**config.mk**
```make
export PLATFORM = sky130hd
export DESIGN_NAME = cla_32bit
export DESIGN_NICKNAME = d
export VERILOG_FILES = /design/src/rtl/cla_32bit.sv
export SDC_FILE = /design/constraint.sdc
export NUM_CORES = 1
export LEC_CHECK = 0
export CAP_MARGIN = 20
export CORE_MARGIN = 8
export CORE_UTILIZATION = 38
export DETAILED_ROUTE_END_ITERATION = 8
export HOLD_SLACK_MARGIN = 0.03
export PLACE_DENSITY_LB_ADDON = 0.12
export SKIP_LAST_GASP = 1
export SLEW_MARGIN = 20
export SYNTH_ARGS = -nofsm -noshare
export SYNTH_HDL_FRONTEND = slang
export SYNTH_SLANG_ARGS = --single-unit
```
**constraint.sdc**
```tcl
create_clock -name CLK -period 0.8 [get_ports CLK]
set_clock_uncertainty 0.2 [all_clocks]
set_input_delay 0.16 -clock CLK [delete_from_list [all_inputs] [get_ports CLK]]
set_output_delay 0.16 -clock CLK [all_outputs]
set_load 0.01 [all_outputs]
```
**src/rtl/cla_32bit.sv**
```systemverilog
// cla_32bit: registered 32-bit adder built on a two-level carry-lookahead tree.
//
// {cout, sum} = A + B + cin, computed to 33 bits and registered on the rising
// CLK edge. Latency is one cycle by default.
//
// Build option:
//   CLA_INPUT_REG_EN - when defined, A, B and cin are first captured in input
//                      registers, which makes the latency two cycles. The
//                      arithmetic result is the same either way.
//
// Ports:
//   CLK     in   1   rising-edge clock
//   RESETn  in   1   asynchronous active-low reset; clears every register
//   A       in  32   addend A (unsigned)
//   B       in  32   addend B (unsigned)
//   cin     in   1   carry-in
//   sum     out 32   registered sum bits [31:0]
//   cout    out  1   registered carry-out from bit 31

module cla_32bit (
    input  logic        CLK,
    input  logic        RESETn,
    input  logic [31:0] A,
    input  logic [31:0] B,
    input  logic        cin,
    output logic [31:0] sum,
    output logic        cout
);

    // Adder operands: either the raw ports or their registered copies.
    logic [31:0] a_op;
    logic [31:0] b_op;
    logic        cin_op;

`ifdef CLA_INPUT_REG_EN
    always_ff @(posedge CLK or negedge RESETn) begin
        if (!RESETn) begin
            a_op   <= '0;
            b_op   <= '0;
            cin_op <= 1'b0;
        end else begin
            a_op   <= A;
            b_op   <= B;
            cin_op <= cin;
        end
    end
`else
    assign a_op   = A;
    assign b_op   = B;
    assign cin_op = cin;
`endif

    // Bit-level generate / propagate.
    logic [31:0] g;
    logic [31:0] p;

    assign g = a_op & b_op;
    assign p = a_op ^ b_op;

    // Group generate / propagate for the eight 4-bit groups.
    logic [7:0] grp_g;
    logic [7:0] grp_p;

    // c_grp[k] is the carry into group k (bit 4k); c_grp[0] is cin.
    logic [7:0]  c_grp;
    // Carry into every bit position.
    logic [31:0] c;

    logic [31:0] sum_next;
    logic        cout_next;

    genvar k, j;

    generate
        for (k = 0; k < 8; k++) begin : g_grp
            assign grp_g[k] = g[4*k+3]
                            | (p[4*k+3] & g[4*k+2])
                            | (p[4*k+3] & p[4*k+2] & g[4*k+1])
                            | (p[4*k+3] & p[4*k+2] & p[4*k+1] & g[4*k]);
            assign grp_p[k] = &p[4*k+3 : 4*k];
        end
    endgenerate

    assign c_grp[0] = cin_op;

    // Second-level lookahead: each group carry is a single sum of products
    // over group G/P and cin, so no carry passes from one group to the next.
    // term[0] is cin propagated through groups 0..k-1; term[j] (j >= 1) is
    // G[j-1] propagated through groups j..k-1.
    generate
        for (k = 1; k < 8; k++) begin : g_lvl2
            logic [k:0] term;
            assign term[0] = cin_op & (&grp_p[k-1:0]);
            for (j = 1; j <= k; j++) begin : g_term
                if (j == k) begin : g_last
                    assign term[j] = grp_g[k-1];
                end else begin : g_mid
                    assign term[j] = grp_g[j-1] & (&grp_p[k-1:j]);
                end
            end
            assign c_grp[k] = |term;
        end
    endgenerate

    // Intra-group lookahead carries, each from the group's carry-in.
    generate
        for (k = 0; k < 8; k++) begin : g_int
            assign c[4*k]   = c_grp[k];
            assign c[4*k+1] = g[4*k]
                            | (p[4*k] & c_grp[k]);
            assign c[4*k+2] = g[4*k+1]
                            | (p[4*k+1] & g[4*k])
                            | (p[4*k+1] & p[4*k] & c_grp[k]);
            assign c[4*k+3] = g[4*k+2]
                            | (p[4*k+2] & g[4*k+1])
                            | (p[4*k+2] & p[4*k+1] & g[4*k])
                            | (p[4*k+2] & p[4*k+1] & p[4*k] & c_grp[k]);
        end
    endgenerate

    assign sum_next  = p ^ c;
    assign cout_next = grp_g[7] | (grp_p[7] & c_grp[7]);

    always_ff @(posedge CLK or negedge RESETn) begin
        if (!RESETn) begin
            sum  <= '0;
            cout <= 1'b0;
        end else begin
            sum  <= sum_next;
            cout <= cout_next;
        end
    end

endmodule

```
==> metrics.txt, run 1 <==
# TYPE chip_impl_metric gauge
chip_impl_info{name="run_status",value="finished, violations left"} 1
chip_impl_info{name="violations",value="setup timing"} 1
chip_impl_metric{name="cts_buffers",unit=""} 5
chip_impl_metric{name="die-height",unit="microns"} 92.2
chip_impl_metric{name="final_period_minus_worst_setup_slack",unit="ps"} 2390
chip_impl_metric{name="antenna_violations_before_repair",unit=""} 0
chip_impl_metric{name="slew-limit-headroom",unit="%"} 82.5
chip_impl_metric{name="fin_hold_ws",unit="ps"} 51.3
chip_impl_metric{name="route.detailed.vias_per_inst",unit=""} 4.96
chip_impl_metric{name="routedWlPerCell",unit="microns"} 17.9
chip_impl_metric{name="share_of_final_layout_standard_cells_stronger_than_drive_strength_1",unit="%"} 64.1
chip_impl_metric{name="async_set_or_reset_flop_fraction_in_the_synthesized_netlist",unit="%"} 100
chip_impl_metric{name="required",unit="ps"} 790
chip_impl_metric{name="grt_max_degree",unit=""} 34
chip_impl_metric{name="timing.final.max_slew_violations",unit=""} 0
chip_impl_metric{name="syn-num-nets",unit=""} 308
chip_impl_metric{name="nFillCells",unit=""} 321
chip_impl_info{name="rsz0062_at_grt",value="yes"} 1
chip_impl_metric{name="antenna_diode_instance_count",unit=""} 0
chip_impl_metric{name="multiInputGateArea",unit="sq um"} 1950
chip_impl_metric{name="clkSinkCount",unit=""} 33
chip_impl_metric{name="flow.area_growth_from_synthesis",unit="%"} 111
chip_impl_metric{name="hold_violations",unit=""} 0
chip_impl_metric{name="io_port_bufs",unit=""} 99
chip_impl_metric{name="post-place-cells",unit=""} 435
chip_impl_metric{name="std_cell_rows",unit=""} 27
chip_impl_metric{name="yosysSeqAreaShare",unit="%"} 37.4
chip_impl_metric{name="actual_slew_at_the_worst_max_slew_pin",unit="ps"} 260
chip_impl_metric{name="first_global_vias",unit=""} 2521
chip_impl_metric{name="synth-edff-count",unit=""} 0
chip_impl_info{name="most_frequent_standard_cell_in_the_layout_excluding_fill_and_tap_cells",value="sky130_fd_sc_hd__buf_4"} 1
chip_impl_info{name="hold_path_class",value="in -> reg"} 1
chip_impl_metric{name="maxClockFrequency",unit="MHz"} 418
chip_impl_metric{name="layout.cells.non_filler",unit=""} 470
chip_impl_metric{name="max_cap_viol_count",unit=""} 0
chip_impl_metric{name="syn_area_per_cell",unit="sq um"} 11.0
chip_impl_metric{name="powerDensity",unit="nW/um^2"} 1480
chip_impl_metric{name="post_synth_instance_area",unit="sq um"} 2210
chip_impl_metric{name="dp_worst_setup_slack",unit="ps"} -2250
chip_impl_metric{name="grtUsageTotal",unit="%"} 17.0
chip_impl_metric{name="routed-via-count",unit=""} 2333
chip_impl_metric{name="drt_drc_violations_left",unit=""} 0
chip_impl_info{name="mostFrequentLayoutCells",value="72 x sky130_fd_sc_hd__buf_4, 56 x sky130_fd_sc_hd__buf_6, 33 x sky130_fd_sc_hd__dfrtp_1"} 1
chip_impl_metric{name="postLayoutSetupSlackWorst",unit="ps"} -1590
chip_impl_metric{name="cts-root-to-sink-buffers",unit=""} 2
chip_impl_metric{name="warning_count_from_the_yosys_run",unit=""} 0
chip_impl_info{name="crit_type",value="in -> reg"} 1
chip_impl_metric{name="synthesized_instance_count",unit=""} 201
chip_impl_info{name="postSynth.topFlopCell",value="sky130_fd_sc_hd__dfrtp_1"} 1
chip_impl_info{name="tritoncts_clock_tree",value="yes"} 1
chip_impl_metric{name="setup_viol",unit=""} 66
chip_impl_metric{name="power_leakage",unit="uW"} 0.00218
chip_impl_metric{name="drtIter0Drc",unit=""} 62
chip_impl_metric{name="finalWeightedCongestion",unit=""} 0.763
chip_impl_metric{name="clk_transition_reported_paths",unit="ps"} 70
chip_impl_metric{name="boundaryPins",unit=""} 100
chip_impl_metric{name="critical_path_peak_fanout",unit=""} 2
chip_impl_info{name="cts_root_buffer",value="sky130_fd_sc_hd__clkbuf_8"} 1
chip_impl_metric{name="route.final.wire_length",unit="microns"} 8430
chip_impl_info{name="setup.worst_path.end_class",value="flop"} 1
chip_impl_metric{name="grt-ovfl-total",unit=""} 0
chip_impl_metric{name="vdd_ir_drop_max",unit="mV"} 1.06
chip_impl_metric{name="area.sequential",unit="sq um"} 826
chip_impl_metric{name="h-tree-depth",unit=""} 2
chip_impl_metric{name="arrival",unit="ps"} 2380
chip_impl_metric{name="postSynthRegisterBits",unit=""} 33
chip_impl_metric{name="final_antenna_net_count",unit=""} 0
chip_impl_metric{name="num-nets-final",unit=""} 504
chip_impl_metric{name="hpwl",unit="microns"} 5600
chip_impl_info{name="start_kind",value="input pin"} 1
chip_impl_metric{name="post_synth_num_cell_types",unit=""} 37
chip_impl_metric{name="first_pass_iters",unit=""} 4
chip_impl_metric{name="final.period_utilization",unit="%"} 299
chip_impl_metric{name="core_area",unit="sq um"} 5570
chip_impl_metric{name="first_pass_grt_wire_length",unit="microns"} 11800
chip_impl_metric{name="fp.dieArea",unit="sq um"} 8500
chip_impl_metric{name="die_width",unit="microns"} 92.2
chip_impl_metric{name="floorplan.initialDensity",unit="%"} 39.6
-- repair_timing --
item                                    CTS  global route
hold buffers                              1             0
resized for setup                       346            66
pin swaps                                50            57
buffers inserted                         20            15
hold endpoints to repair                 33             0
endpoints found under the setup margin   66            66
-- kinds of logic after synthesis --
logic type,count (synthesis),share of synthesized area (%)
and+or+nand+nor,33,8.28
adders and majority gates,40,25.4
buffers and inverters,13,2.21
xor gates and xnor gates,23,9.13
muxes,1,0.454
DFF,33,37.4
AOI/OAI and AO/OA,58,17.1
-- cells in the mapped netlist, types with 3 or more instances --
cell                       n  area [sq um]
sky130_fd_sc_hd__fa_1      8           160
sky130_fd_sc_hd__o21ai_0   8          40.0
sky130_fd_sc_hd__a21o_2    3          26.3
sky130_fd_sc_hd__xnor2_1  11          96.3
sky130_fd_sc_hd__nand3_1   3          15.0
sky130_fd_sc_hd__a21o_1   12          90.1
sky130_fd_sc_hd__ha_1     32           400
sky130_fd_sc_hd__xor2_1   12           105
sky130_fd_sc_hd__nand2_1   6          22.5
sky130_fd_sc_hd__nor2_1    8          30.0
sky130_fd_sc_hd__a31oi_1   3          18.8
sky130_fd_sc_hd__a21oi_1  18          90.1
sky130_fd_sc_hd__dfrtp_1  33           826
sky130_fd_sc_hd__inv_1    13          48.8
sky130_fd_sc_hd__nor3_1    3          15.0
-- final timing paths --
check | slack, ps | depth (start not counted) | start | end
setup / recovery | -1590 | 10 | A[16] | sum[28]$_DFF_PN0_
hold / removal | 50 | 4 | A[10] | sum[11]$_DFF_PN0_
max in group asynchronous | 70 | 3 | RESETn | sum[30]$_DFF_PN0_
min in group asynchronous | 150 | 3 | RESETn | sum[4]$_DFF_PN0_
-- flip-flops by register name, summed over array words and instances, names as in the netlist --
register	cells
cout	1
sum	32
-- metal layers --
layer / track usage (%) / share of wire [%] / wire length, microns
met1: 18.3 / 39 / 3310
met3: 5.13 / 5.9 / 499
met5: 0 / 0 / 0
met2: 31.0 / 52 / 4380
met4: 5.10 / 2.8 / 236
-- where the power goes --
| group | internal (uW) | total, uW | switching (uW) |
|---|---|---|---|
| Combinational | 1950 | 3460 | 1510 |
| Sequential | 2020 | 2140 | 119 |
| Clock | 604 | 1280 | 678 |
| Total | 4580 | 6890 | 2310 |
-- per-stage QoR --
step	total power [uW]	TNS (ps)	utilization (%)	instance area, sq um
floorplan	3460	-35370	-	2550
global placement	5160	-71220	73.8	4110
detailed placement	5230	-71980	73.8	4110
CTS	6400	-49200	77.1	4300
global route	7250	-51550	83.4	4650
finish	6890	-49300	83.4	4650
-- area by class of cell --
class	instances	share of cell area (%)
Multi-Input combinational cell	155	41.9
Timing Repair Buffer	189	35.4
Sequential cell	33	17.8
Tap cell	72	1.94
Clock buffer	6	1.56
Inverter	13	1.21
Clock inverter	2	0.215
-- critical path, cell delays in order --
cell                      delay (ps)
sky130_fd_sc_hd__buf_4           130
sky130_fd_sc_hd__ha_4            290
sky130_fd_sc_hd__nand4_4         120
sky130_fd_sc_hd__or4_4           490
sky130_fd_sc_hd__a211o_1         290
sky130_fd_sc_hd__a21oi_2         170
sky130_fd_sc_hd__or2_4           140
sky130_fd_sc_hd__a21oi_2          50
sky130_fd_sc_hd__fa_2            510
sky130_fd_sc_hd__inv_1            30
Power figures use the tool's default switching activity.
==> inputs of run 2 (changes only) <==
--- a/config.mk
+++ b/config.mk
@@ -5,14 +5,12 @@
 export SDC_FILE = /design/constraint.sdc
 export NUM_CORES = 1
 export LEC_CHECK = 0
-export CAP_MARGIN = 20
 export CORE_MARGIN = 8
 export CORE_UTILIZATION = 38
 export DETAILED_ROUTE_END_ITERATION = 8
 export HOLD_SLACK_MARGIN = 0.03
 export PLACE_DENSITY_LB_ADDON = 0.12
 export SKIP_LAST_GASP = 1
-export SLEW_MARGIN = 20
 export SYNTH_ARGS = -nofsm -noshare
 export SYNTH_HDL_FRONTEND = slang
 export SYNTH_SLANG_ARGS = --single-unit
==> results of run 2 <==
No change in the layout: final DEF, timing and power equal those of run 1.
